===== config.mk =====
export PLATFORM = sky130hd
export DESIGN_NAME = note_sequencer
export DESIGN_NICKNAME = d
export VERILOG_FILES = /design/src/rtl/song_pkg.sv /design/src/rtl/playlist_rom.sv /design/src/rtl/note_sequencer.sv
export SDC_FILE = /design/constraint.sdc
export NUM_CORES = 1
export LEC_CHECK = 0
export ABC_AREA = 1
export BUFFER_PORTS_ARGS = -buffer_cell sky130_fd_sc_hd__buf_2
export CAP_MARGIN = 20
export CORE_ASPECT_RATIO = 1.5
export CORE_MARGIN = 8
export CORE_UTILIZATION = 45
export DETAILED_ROUTE_END_ITERATION = 10
export PLACE_DENSITY = 0.74
export SYNTH_ARGS = -nofsm -noshare
export SYNTH_HDL_FRONTEND = slang
export SYNTH_SLANG_ARGS = --single-unit

===== constraint.sdc =====
create_clock -name clk -period 4.6 [get_ports clk]
set_input_delay 0.23 -clock clk [delete_from_list [all_inputs] [get_ports clk]]
set_output_delay 0.23 -clock clk [all_outputs]
set_load 0.02 [all_outputs]

===== src/rtl/song_pkg.sv =====
// Shared constants and types for the phrase playback path: rest code,
// playlist contents, sequencer state encoding and a note-word helper.
package song_pkg;

  localparam logic [3:0] NOTE_REST = 4'hD;
  localparam int         SONG_LEN  = 16;

  // Phrase addresses into phrase_db, in playback order.
  localparam logic [3:0] PLAYLIST [SONG_LEN] = '{
    4'd1, 4'd2, 4'd3, 4'd4, 4'd1, 4'd2, 4'd3, 4'd5,
    4'd6, 4'd7, 4'd8, 4'd9, 4'd10, 4'd11, 4'd12, 4'd13
  };

  typedef enum logic [1:0] {
    IDLE = 2'd0,
    LOAD = 2'd1,
    PLAY = 2'd2,
    DONE = 2'd3
  } seq_state_t;

  // Note i of a packed 32-bit note word; note 0 sits in the top nibble.
  function automatic logic [3:0] note_nibble(input logic [31:0] word,
                                             input logic [2:0]  idx);
    logic [31:0] shifted;
    shifted = word << {idx, 2'b00};
    return shifted[31:28];
  endfunction

endpackage


===== src/rtl/playlist_rom.sv =====
// Combinational playlist lookup: playlist index to phrase address.
module playlist_rom
  import song_pkg::*;
(
  input  logic [3:0] pl_idx,
  output logic [3:0] phrase
);

  // Pure table lookup; 16 entries cover every 4-bit index.
  always_comb begin
    phrase = PLAYLIST[pl_idx];
  end

endmodule


===== src/rtl/note_sequencer.sv =====
// Playback controller: walks the playlist, presents phrase addresses to
// phrase_db, and turns each returned note word into a timed note stream.
//
// Output handshake: note_valid is a one-cycle strobe that marks the first
// cycle of every new note_code (even when the code repeats); there is no
// back-pressure, the consumer must accept the note in that cycle.
module note_sequencer
  import song_pkg::*;
#(
  parameter int TICKS_8TH = 16,
  parameter bit LOOP      = 1'b1
) (
  input  logic        clk,
  input  logic        rst_n,
  input  logic        en,
  output logic [3:0]  phrase_addr,
  input  logic [31:0] db_entry,
  input  logic [7:0]  length_entry,
  input  logic [2:0]  n_note,
  output logic [3:0]  note_code,
  output logic        note_valid,
  output logic        playing,
  output logic        song_end,
  output seq_state_t  dbg_state
);

  // Wide enough to hold a quarter note (2 x TICKS_8TH).
  localparam int            CW     = $clog2(2 * TICKS_8TH + 1);
  localparam logic [CW-1:0] EIGHTH = CW'(TICKS_8TH);
  localparam logic [3:0]    LAST_PL = 4'(SONG_LEN - 1);

  seq_state_t    state;
  logic [3:0]    pl_idx;
  logic [2:0]    note_idx;
  logic [CW-1:0] cnt;
  logic [31:0]   sh_db;
  logic [7:0]    sh_len;
  logic [2:0]    sh_n;

  logic [3:0]    pl_next;
  logic [3:0]    next_phrase;
  logic [2:0]    idx_next;
  logic          expired;
  logic          last_note;
  logic          last_entry;
  logic          abort;

  // Duration in cycles for a note given its length bit (1 = quarter).
  function automatic logic [CW-1:0] reload(input logic quarter);
    return quarter ? (EIGHTH << 1) : EIGHTH;
  endfunction

  // pl_idx + 1 wraps 15 -> 0, so the same lookup serves advance and loop.
  assign pl_next    = pl_idx + 4'd1;
  assign idx_next   = note_idx + 3'd1;
  assign expired    = (cnt == CW'(1));
  assign last_note  = (note_idx == sh_n);
  assign last_entry = (pl_idx == LAST_PL);
  assign abort      = !en && ((state == LOAD) || (state == PLAY));
  assign dbg_state  = state;

  playlist_rom u_playlist_rom (
    .pl_idx (pl_next),
    .phrase (next_phrase)
  );

  // Sequencer FSM with all outputs registered; abort outranks expiry.
  always_ff @(posedge clk or negedge rst_n) begin
    if (!rst_n) begin
      state       <= IDLE;
      pl_idx      <= 4'd0;
      note_idx    <= 3'd0;
      cnt         <= '0;
      sh_db       <= 32'd0;
      sh_len      <= 8'd0;
      sh_n        <= 3'd0;
      phrase_addr <= PLAYLIST[0];
      note_code   <= NOTE_REST;
      note_valid  <= 1'b0;
      playing     <= 1'b0;
      song_end    <= 1'b0;
    end else begin
      note_valid <= 1'b0;
      song_end   <= 1'b0;
      if (abort) begin
        state       <= IDLE;
        pl_idx      <= 4'd0;
        note_idx    <= 3'd0;
        cnt         <= '0;
        phrase_addr <= PLAYLIST[0];
        note_code   <= NOTE_REST;
        playing     <= 1'b0;
      end else begin
        case (state)
          IDLE: begin
            note_code   <= NOTE_REST;
            phrase_addr <= PLAYLIST[0];
            pl_idx      <= 4'd0;
            playing     <= 1'b0;
            if (en) begin
              state   <= LOAD;
              playing <= 1'b1;
            end
          end
          LOAD: begin
            // phrase_addr has been stable a full cycle; capture the ROM word.
            sh_db      <= db_entry;
            sh_len     <= length_entry;
            sh_n       <= n_note;
            note_idx   <= 3'd0;
            note_code  <= note_nibble(db_entry, 3'd0);
            note_valid <= 1'b1;
            cnt        <= reload(length_entry[7]);
            state      <= PLAY;
          end
          PLAY: begin
            if (!expired) begin
              cnt <= cnt - CW'(1);
            end else if (!last_note) begin
              note_idx   <= idx_next;
              note_code  <= note_nibble(sh_db, idx_next);
              note_valid <= 1'b1;
              cnt        <= reload(sh_len[3'd7 - idx_next]);
            end else if (!last_entry) begin
              pl_idx      <= pl_next;
              phrase_addr <= next_phrase;
              state       <= LOAD;
            end else if (LOOP) begin
              pl_idx      <= pl_next;
              phrase_addr <= next_phrase;
              song_end    <= 1'b1;
              state       <= LOAD;
            end else begin
              song_end  <= 1'b1;
              note_code <= NOTE_REST;
              playing   <= 1'b0;
              state     <= DONE;
            end
          end
          DONE: begin
            note_code <= NOTE_REST;
            playing   <= 1'b0;
            if (!en) begin
              state       <= IDLE;
              pl_idx      <= 4'd0;
              phrase_addr <= PLAYLIST[0];
            end
          end
          default: begin
            state <= IDLE;
          end
        endcase
      end
    end
  end

endmodule


==> key figures, run 1 <==
Detailed routing
  • Drt initial violations: 148
  • Routed length per instance: 14.02 µm
  • DR vias: 3127
  • DR vias/cell: 4.995
  • Post-route DRC violation count: 0
  • TritonRoute pass-1 iters: 4
  • DRT antenna net count: 0
  • Final WL: 8777 µm

Place
  • Placed cell area: 4008 µm²
  • DPL Wire Length: 6419 µm
  • GP Congestion: 0.8622
  • Placed insts: 610
  • I/O Buffers: 58
  • Post-place setup slack: 2.104 ns

Status
  • Status: complete, no violations

Clock network
  • Resized Gates After CTS: 0
  • CTS tree: built
  • H-tree depth: 3
  • CTS Root Cell: clkbuf_16
  • CTS max path bufs: 2
  • Post-CTS Setup Bufs: 0
  • Worst-Skew Late Latency: 0.33 ns
  • Clock Sinks: 69
  • Hold-fix buffers at CTS: 0
  • Clock Pin Slew Worst Setup and Hold Paths: 0.05 ns
  • Cts bufs inserted: 9

Finish
  • Most frequent cells in the layout: nand2_1, dfrtp_1, buf_2
  • Fin cells: 626
  • Most common cell after layout, fill and taps aside: nand2_1
  • Ratio of cells with drive above 1 in the final layout: 20.35%
  • ANT cells: 0
  • Final nets: 573
  • Post-route cell area: 4334 µm²
  • Final core occ: 54.47%
  • Layout Area Growth over Synthesis: 18.31%

Yosys
  • Post-Synth Simple-Gate Area: 31.39%
  • Yosys reg bits: 69
  • Mux cell area share after synthesis: 0%
  • Yosys warns: 0
  • Cell Area, Synth: 3664 µm²
  • Post-synth cell types: 35
  • Post-Synthesis Cells: 461
  • Syn Area/Cell: 7.947 µm²
  • Compound-gate portion of the synthesized area: 9.016%
  • Post-Synth Adder-Cell Area: 3.757%
  • Net count after synthesis: 518
  • Seq/Total Area, Yosys: 47.27%
  • Main combinational cell family by area after synthesis: simple AND/OR/NAND/NOR gates
  • Xor and xnor area share after synthesis: 2.117%

STA
  • Skew final: 0.004868 ns
  • Final hold violation count: 0
  • Final Setup Violations: 0
  • Slew Viols, Final: 0
  • Post-route clock period utilization: 55.38%
  • Setup Total Neg Slack: 0 ns
  • Hold Slack: 0.09295 ns
  • Fin worst setup slack: 2.053 ns
  • RSZ-0062 raised after global routing: false
  • Achievable Freq: 392.6 MHz
  • Final min period: 2.547 ns
  • Slew HR: 31.31%
  • Tightest Pin Transition: 1.030 ns

Floorplanning
  • Core area: 7958 µm²
  • Num rows: 40
  • I/O pin cnt: 59
  • Effective utilization at floorplan: 46.04%
  • Die H: 126.5 µm
  • Die area: 11340 µm²
  • Chip width: 89.67 µm

Worst setup path
  • Crit path DAT: 2.77 ns
  • CP required: 4.82 ns
  • CP max FO: 36
  • Register-to-register setup slack: 2.05 ns
  • Critical Path Sink Type: flip-flop
  • CP max-delay cell: dfrtp_1
  • Critical setup path kind: flip-flop to flip-flop
  • Critical-path cell list: ha_1, inv_1, nand3_1, nand3_1, nand3_1, nand3_1, nand3_1, nand2_1
  • CP Launch Type: flip-flop
  • Most used cell, CP: nand3_1
  • Largest stage delay, worst path: 1.02 ns

Power and ir drop
  • Lkg Pwr: 2.244 nW
  • Worst VDD drop: 0.4367 mV
  • Final Power: 3.017 mW
  • Power Dens Cells: 696.1 nW/µm²

GRT
  • First-pass GRT wire length: 14900 µm
  • Total GRT Usage: 17.05%
  • Initial antenna violation count: 0
  • Number of global-route vias before repair: 3270
  • Pin count of the biggest net entering global routing: 70
  • GR Overflow Total: 0

Hold path
  • Worst Hold Class: primary input to asynchronous set/reset pin

Run
  • Max-cap viol count: 0
==> sequential cells by signal, indices dropped and copies added (netlist names) <==
signal       cells
sh_db           32
phrase_addr      4
pl_idx           4
note_code        4
cnt              6
note_valid       1
dbg_state        2
sh_n             3
playing          1
song_end         1
note_idx         3
sh_len           8
==> cell type report <==
type	count	area (µm²)
clock inverters	4	70.07
inverters	37	143.9
clock buffers	12	256.5
fillers	747	3623
well taps	105	131.4
flip-flops and latches	69	1732
multi-input cells	339	1695
repair buffers	60	305.3
==> path summary, 6_finish.rpt <==
kind | startpoint | cells after the start | endpoint
max | note_idx[0]$_DFFE_PN0P_ | 8 | cnt[4]$_DFFE_PN0P_
min | rst_n | 2 | sh_db[21]$_DFFE_PN0P_
max reg2reg | note_idx[0]$_DFFE_PN0P_ | 8 | cnt[4]$_DFFE_PN0P_
min reg2reg | note_code[3]$_DFFE_PN1P_ | 2 | note_code[3]$_DFFE_PN1P_
max in group asynchronous | rst_n | 2 | dbg_state[1]$_DFFE_PN0P_
min in group clk | length_entry[4] | 3 | sh_len[4]$_DFFE_PN0P_
==> critical path, delay by kind of cell (launching register included) <==
family | cells | cell delay, ns
AND/OR/NAND/NOR | 6 | 0.58
adder cells (fa/ha/maj) | 1 | 0.59
buffers and inverters | 1 | 0.24
flip-flops | 1 | 1.02
==> power breakdown <==
part / internal (mW) / total, mW / switching (mW)
clock network: 0.502 / 0.749 / 0.247
registers: 0.874 / 1.04 / 0.166
logic: 0.405 / 1.23 / 0.823
total: 1.78 / 3.02 / 1.24
==> layer usage <==
layer	vias up	GRT usage [%]	share of wire, %
li1	1566	-	-
met1	1468	18.68	39
met2	75	28.96	52
met3	18	4.719	5.7
met4	0	8.169	3.0
met5	-	0	0
==> synthesized netlist by cell type, drive strengths merged <==
master	count	share of area (%)
nand3	31	4.7
nor2	29	4.2
dfstp	4	2.9
xnor2	4	1.2
nand2	199	21
nor3	4	0.55
clkbuf	3	0.31
nand4	3	0.51
dfrtp	65	44
o31ai	3	0.61
buf	13	2.2
a21boi	1	0.20
o21ai	30	4.8
o21a	1	0.20
inv	37	3.9
a21oi	15	2.4
xor2	4	0.96
o211ai	4	0.82
ha	11	3.8
==> cell families after synthesis <==
| group | count (synthesis) |
|---|---|
| xor+xnor | 8 |
| simple gates | 266 |
| fa+ha+maj | 11 |
| flops | 69 |
| buf+inv | 53 |
| compound gates | 54 |
No activity file was read; power rests on OpenSTA's default activity.
==> run 2, diff against run 1 <==
Settings changed: ABC_AREA 1 to 0, PLACE_DENSITY 0.74 to 0.77.
Clock period 4.6 ns to 2.2 ns, I/O delays scaled along.
==> key figures, run 2 <==
Status
  • Status: complete, no violations

Detailed routing
  • Met1 Routed Length: 3007 µm (-12%)
  • Routed length per instance: 15.72 µm (+12%)
  • Post-route DRC violation count: 0 (unchanged)
  • Routed wl met2: 3886 µm (-15%)
  • Met3 WL: 341 µm (-32%)
  • Final WL: 7358 µm (-16%)
  • TritonRoute pass-1 iters: 4 (unchanged)
  • DR vias/cell: 5.250 (+5.1%)
  • DR vias: 2457 (-21%)
  • Max Used Layer: met4
  • Drt initial violations: 110 (-26%)
  • DRT antenna net count: 0 (unchanged)

Finish
  • Seq. cell area: 1733 µm² (about the same)
  • Multi-input gate area: 1663 µm² (-1.9%)
  • Most common cell after layout, fill and taps aside: dfrtp_1
  • Fillers: 625 (-16%)
  • Most frequent cells in the layout: dfrtp_1, buf_2, mux2_2
  • Top Registers: sh_db: 32 flops, sh_len: 8 flops, cnt: 6 flops
  • Max reg flops: 32 (unchanged)
  • Ratio of cells with drive above 1 in the final layout: 39.89% (+20 points)
  • Final nets: 418 (-27%)
  • Largest Register: sh_db
  • ANT cells: 0 (unchanged)
  • Layout Area Growth over Synthesis: 22.84%

Yosys
  • Syn Area/Cell: 12.04 µm² (+52%)
  • Top post-synthesis cells by count: dfrtp_1, mux2_2, mux2i_1, nor2_1, nand2_1
  • Yosys reg bits: 69 (unchanged)
  • Yosys warns: 0 (unchanged)
  • Cell taking the most area after synthesis: dfrtp_1
  • Net count after synthesis: 345 (-33%)
  • Top post-synthesis cells by area: dfrtp_1, mux2_2, mux2i_1
  • Most numerous cell in the Yosys netlist: dfrtp_1
  • EDFF count, synth: 0 (unchanged)
  • Post-Synthesis Cells: 288 (-38%)
  • Synth top area share: 46.90% (+2.5 points)
  • Synth async-reset ratio: 100.0% (unchanged)
  • Seq/Total Area, Yosys: 49.93% (+2.7 points)
  • Cell Area, Synth: 3468 µm² (-5.3%)
  • Post-synth top flop: dfrtp_1
  • Post-synth cell types: 46 (+31%)

Floorplanning
  • Die area: 10830 µm² (-4.5%)
  • Core area: 7564 µm² (-5.0%)
  • I/O pin cnt: 59 (unchanged)
  • Num rows: 39 (-2.5%)
  • Effective utilization at floorplan: 45.86% (-0.18 points)
  • Die H: 123.5 µm (-2.4%)
  • Chip width: 87.68 µm (-2.2%)

Place
  • I/O Buffers: 58 (unchanged)
  • GP Congestion: 0.7920 (-8.1%)
  • DPL Wire Length: 5578 µm (-13%)

Worst setup path
  • Critical setup path kind: flip-flop to flip-flop
  • CP max FO: 7 (-81%)
  • Critical Path Sink Type: flip-flop
  • Crit path DAT: 2.32 ns (-0.45 ns)
  • CP Launch Type: flip-flop
  • CP required: 2.46 ns (-2.36 ns)

GRT
  • Initial antenna violation count: 0 (unchanged)
  • GR Overflow Total: 0 (unchanged)
  • Number of global-route vias before repair: 2602 (-20%)
  • Pin count of the biggest net entering global routing: 48 (-31%)
  • First-pass GRT wire length: 12440 µm (-16%)
  • Total GRT Usage: 14.88% (-2.2 points)

Clock network
  • Worst-Skew Late Latency: 0.33 ns (about the same)
  • Clock Pin Slew Worst Setup and Hold Paths: 0.05 ns (about the same)
  • CTS Root Cell: clkbuf_16
  • CTS tree: built
  • CTS max path bufs: 2 (unchanged)
  • H-tree depth: 3 (unchanged)
  • Cts bufs inserted: 9 (unchanged)
  • Clock Sinks: 69 (unchanged)

STA
  • Achievable Freq: 486.2 MHz (+24%)
  • Skew final: 0.004121 ns (-0.0007477 ns)
  • Final Setup Violations: 0 (unchanged)
  • Final hold violation count: 0 (unchanged)
  • RSZ-0062 raised after global routing: false
  • Slew HR: 64.04% (+33 points)
  • Hold Slack: 0.01322 ns (-0.07973 ns)
  • Slew Viols, Final: 0 (unchanged)
  • Tightest Pin Transition: 0.5394 ns (-0.4910 ns)
  • Post-route clock period utilization: 93.48% (+38 points)
  • Final min period: 2.057 ns (-0.4908 ns)

Power and ir drop
  • Worst VDD drop: 0.8004 mV (+83%)
  • Sequential Power Share: 36.9% (+2.4 points)
  • Power share of the clock group: 22.5% (-2.3 points)
  • Power Dens Cells: 1375 nW/µm² (+97%)
  • Final Power: 5.856 mW (+94%)
  • Psw: 1.966 mW (+59%)
  • Sw Share: 33.58% (-7.4 points)
  • Lkg Pwr: 1.890 nW (-16%)
  • Comb power frac: 40.7% (about the same)
  • P_int: 3.890 mW (+120%)

Run
  • Max-cap viol count: 0 (unchanged)

Hold path
  • Worst Hold Class: primary input to flip-flop
==> run 2: cell count changes in the layout (fill, tap and decap cells not counted), moves of 6 or more <==
cell     change
nand2_1    -177
mux2_2      +45
a21oi_1     -10
nor2_1       -6
o21ai_2      -6
buf_4       +10
mux2i_1     +19
inv_1       -24
o21ai_0     -10
a22oi_1      +7
nand3_1     -19
==> run 2: critical path: stages, from the launching register on <==
cell and delay [ns]:
dfrtp_1 0.41, inv_1 0.10, ha_1 0.32, nand2b_1 0.11, nand2_1 0.10, buf_4 0.19, a2111oi_4 0.31, buf_4 0.20
and3b_1 0.16, a221o_1 0.10
==> run 2: cells by family (layout without fill, tap and decap cells) <==
logic type,count (synthesis),after routing,share of synthesized area (%)
DFF,69,69,49.93
and+or+nand+nor,67,67,9.704
muxes,66,66,21.39
AOI/OAI and AO/OA,47,47,10.50
buffers and inverters,20,98,2.489
adders and majority gates,11,11,3.968
xor gates and xnor gates,8,8,2.020
==> run 2: timing repair <==
item                                    4_1_cts  5_1_grt
endpoints found under the hold margin        22        0
endpoints found under the setup margin        0        5
hold buffers                                  1        0
resized for setup                             0        3
buffers inserted                              0        1
==> run 2: final cells by class <==
| cell class | count | share of cell area (%) |
|---|---|---|
| clock buffer | 15 | 6.285 |
| clock inverter | 1 | 0.1175 |
| inverter | 9 | 0.7930 |
| multi-input combinational | 199 | 39.03 |
| sequential | 69 | 40.68 |
| tap | 102 | 2.996 |
| timing repair buffer | 73 | 10.10 |
==> run 2: through the flow <==
step | area (µm²) | utilization, % | setup WS [ns] | setup TNS [ns] | std cells
2_1_floorplan | 3468 | - | -0.03708 | -0.7417 | 288
3_3_place_gp | 3959 | 52.34 | 0.1325 | 0 | 450
3_5_place_dp | 3959 | 52.34 | 0.06083 | 0 | 450
4_1_cts | 4242 | 56.08 | 0.05151 | 0 | 467
5_1_grt | 4260 | 56.33 | 0.01375 | 0 | 468
6_report | 4260 | 56.33 | 0.1434 | 0 | 468
==> run 2: power groups by stage <==
stage	combinational, mW	clock, mW	sequential [mW]
finish	2.38	1.32	2.16
global route	2.63	1.40	2.23
CTS	2.40	1.35	2.16
detailed placement	2.38	0	2.17
global placement	2.31	0	2.14
floorplan	1.71	0	2.16
==> run 2: final timing paths <==
check                                         start                        to  slack [ns]  cells past startpoint
setup reg to reg           dbg_state[1]$_DFFE_PN0P_     pl_idx[2]$_DFFE_PN0P_        0.14                      9
min in group asynchronous                     rst_n       sh_n[0]$_DFFE_PN0P_        0.30                      2
hold reg to reg               sh_db[29]$_DFFE_PN0P_     sh_db[29]$_DFFE_PN0P_        0.49                      2
max in group asynchronous                     rst_n  note_code[2]$_DFFE_PN1P_        1.21                      3
setup / recovery           dbg_state[1]$_DFFE_PN0P_     pl_idx[2]$_DFFE_PN0P_        0.14                      9
hold / removal                      length_entry[1]     sh_len[1]$_DFFE_PN0P_        0.01                      2
==> run 2: layer usage <==
metal | track usage, % | vias to the layer above
met5 | 0 | -
met4 | 6.703 | 0
met3 | 4.724 | 11
met2 | 24.83 | 51
met1 | 16.93 | 1207
li1 | - | 1188
==> run 3, diff against run 2 <==
Settings changed: CORE_MARGIN 8 to default, PLACE_DENSITY 0.77 to 0.69.
==> key figures, run 3 (synthesis gave the netlist of run 2 again) <==
Worst setup path
  • CP max FO: 8 (+1)
  • Worst Reg-to-Reg Cells: 7 (-2)
  • Critical setup path kind: flip-flop to flip-flop
  • CP Capture Point: pl_idx[2]$_DFFE_PN0P_
  • CP Launch Type: flip-flop
  • Register-to-register setup slack: 0.17 ns (+0.03 ns)
  • CP required: 2.44 ns (-0.02 ns)
  • RR Startpoint: cnt[1]$_DFFE_PN0P_
  • Worst Setup SP: cnt[1]$_DFFE_PN0P_
  • Critical Path Sink Type: flip-flop
  • Crit path DAT: 2.27 ns (-0.05 ns)
  • Worst flop-to-flop path endpoint: pl_idx[2]$_DFFE_PN0P_

STA
  • Slew Viols, Final: 0 (unchanged)
  • Slew HR: 51.16% (-13 points)
  • Achievable Freq: 493.0 MHz (+1.4%)
  • Setup Total Neg Slack: 0 ns (unchanged)
  • Final min period: 2.028 ns (-0.02830 ns)
  • Tightest Pin Transition: 0.7327 ns (+0.1932 ns)
  • Final Setup Violations: 0 (unchanged)
  • Post-route clock period utilization: 92.20% (-1.3 points)
  • Skew final: 0.007975 ns (+0.003854 ns)
  • Fin worst setup slack: 0.1717 ns (+0.02830 ns)
  • RSZ-0062 raised after global routing: false
  • Final hold violation count: 0 (unchanged)

GRT
  • Number of global-route vias before repair: 2764 (+6.2%)
  • Initial antenna violation count: 0 (unchanged)
  • Total GRT Usage: 21.13% (+6.3 points)
  • Pin count of the biggest net entering global routing: 39 (-19%)
  • GR Overflow Total: 0 (unchanged)
  • First-pass GRT wire length: 12680 µm (+1.9%)

Floorplanning
  • Die H: 109.5 µm (-11%)
  • Die area: 8069 µm² (-25%)
  • I/O pin cnt: 59 (unchanged)
  • Chip width: 73.68 µm (-16%)
  • Num rows: 38 (-2.6%)
  • Core area: 7370 µm² (-2.6%)
  • Effective utilization at floorplan: 47.06% (+1.2 points)

Finish
  • Fin cells: 500 (+6.8%)
  • Top Registers: sh_db: 32 flops, sh_len: 8 flops, cnt: 6 flops
  • Final nets: 452 (+8.1%)
  • Largest Register: sh_db
  • Ratio of cells with drive above 1 in the final layout: 36.00% (-3.9 points)
  • Max reg flops: 32 (unchanged)
  • ANT cells: 0 (unchanged)
  • Most frequent cells in the layout: dfrtp_1, buf_2, mux2_2
  • Most common cell after layout, fill and taps aside: dfrtp_1
  • Layout Area Growth over Synthesis: 30.45%
  • Post-route cell area: 4524 µm² (+6.2%)

Clock network
  • CTS tree: built
  • Worst-Skew Late Latency: 0.35 ns (+0.02 ns)
  • H-tree depth: 3 (unchanged)
  • CTS Root Cell: clkbuf_8
  • Clock Pin Slew Worst Setup and Hold Paths: 0.07 ns (+0.02 ns)
  • CTS max path bufs: 2 (unchanged)
  • Clock Sinks: 69 (unchanged)
  • Cts bufs inserted: 9 (unchanged)

Power and ir drop
  • P_int: 3.643 mW (-6.4%)
  • Lkg Pwr: 1.999 nW (+5.8%)
  • Worst VDD drop: 0.6662 mV (-17%)
  • Power share of the clock group: 17.8% (-4.7 points)
  • Power Dens Cells: 1234 nW/µm² (-10%)
  • Sequential Power Share: 38.5% (+1.6 points)
  • Comb power frac: 43.7% (+3.0 points)
  • Psw: 1.940 mW (-1.3%)
  • Sw Share: 34.75% (+1.2 points)

Place
  • GP Congestion: 0.8283 (+4.6%)
  • Placed cell area: 3949 µm² (-0.25%)
  • Post-place setup slack: 0.04631 ns (-0.01452 ns)
  • DPL Wire Length: 5171 µm (-7.3%)
  • Placed insts: 447 (-0.67%)
  • I/O Buffers: 58 (unchanged)

Detailed routing
  • DRT antenna net count: 0 (unchanged)
  • Post-route DRC violation count: 0 (unchanged)
  • DR vias: 2574 (+4.8%)
  • Routed length per instance: 14.90 µm (-5.2%)
  • Final WL: 7452 µm (+1.3%)
  • TritonRoute pass-1 iters: 4 (unchanged)
  • DR vias/cell: 5.148 (-1.9%)
  • Drt initial violations: 72 (-35%)

Hold path
  • Worst Hold Class: primary input to flip-flop
  • HP Start: db_entry[23]

Run
  • Max-cap viol count: 0 (unchanged)

Status
  • Status: complete, no violations
[run 3: worst max-delay path, stage by stage (launching register included)]
cell and delay, ns:
dfrtp_1 0.42, inv_1 0.12, ha_1 0.20, or2b_1 0.27, or2_4 0.27, nor2_4 0.15, o21ai_4 0.11, a221o_1 0.36
[run 3: layout make-up]
type	count	area, µm²
multi-input combinational	199	1670
clock buffer	16	190.2
sequential	69	1732
tap	100	125.1
timing repair buffer	107	773.2
fill	585	2845
inverter	9	33.78
[run 3: repair_timing]
action                     4_1_cts  5_1_grt
setup endpoints to repair        0        8
buffers inserted                 0        1
gates resized for setup          0        4
hold buffers                    36        0
hold endpoints to repair        62        0
[run 3: how the worst min path moves through the flow]
stage | endpoint | slack [ns] | depth (start not counted)
after floorplan | cnt[0]$_DFFE_PN0P_ | -0.19 | 0
after global placement | cnt[3]$_DFFE_PN0P_ | 0.21 | 1
after detailed placement | cnt[3]$_DFFE_PN0P_ | 0.22 | 1
after CTS | sh_db[23]$_DFFE_PN0P_ | 0.007 | 2
after global routing | sh_db[7]$_DFFE_PN0P_ | 0.01 | 2
final | sh_db[23]$_DFFE_PN0P_ | 0.02 | 2
[run 3: per-layer routing]
layer / GRT usage [%] / wire, µm / part of all wire [%]
met1: 23.95 / 3045 / 41
met2: 37.02 / 4041 / 54
met3: 3.941 / 216 / 2.9
met5: 0 / 0 / 0
met4: 11.26 / 148 / 2.0
[run 3: power by group through the flow]
stage / registers [mW] / logic [mW] / clock network (mW)
2_1_floorplan: 2.16 / 1.71 / 0
5_1_grt: 2.22 / 2.71 / 1.07
4_1_cts: 2.14 / 2.44 / 1.02
3_5_place_dp: 2.17 / 2.38 / 0
6_report: 2.15 / 2.44 / 0.994
3_3_place_gp: 2.14 / 2.32 / 0
[run 3: per-stage QoR]
step	hold WS, ns	total power [mW]	utilization, %
6_report	0.01749	5.583	61.39
5_1_grt	0.01139	5.995	61.39
4_1_cts	0.006827	5.597	61.05
3_5_place_dp	0.2201	4.550	53.58
3_3_place_gp	0.2111	4.463	53.58
2_1_floorplan	-0.1856	3.869	-
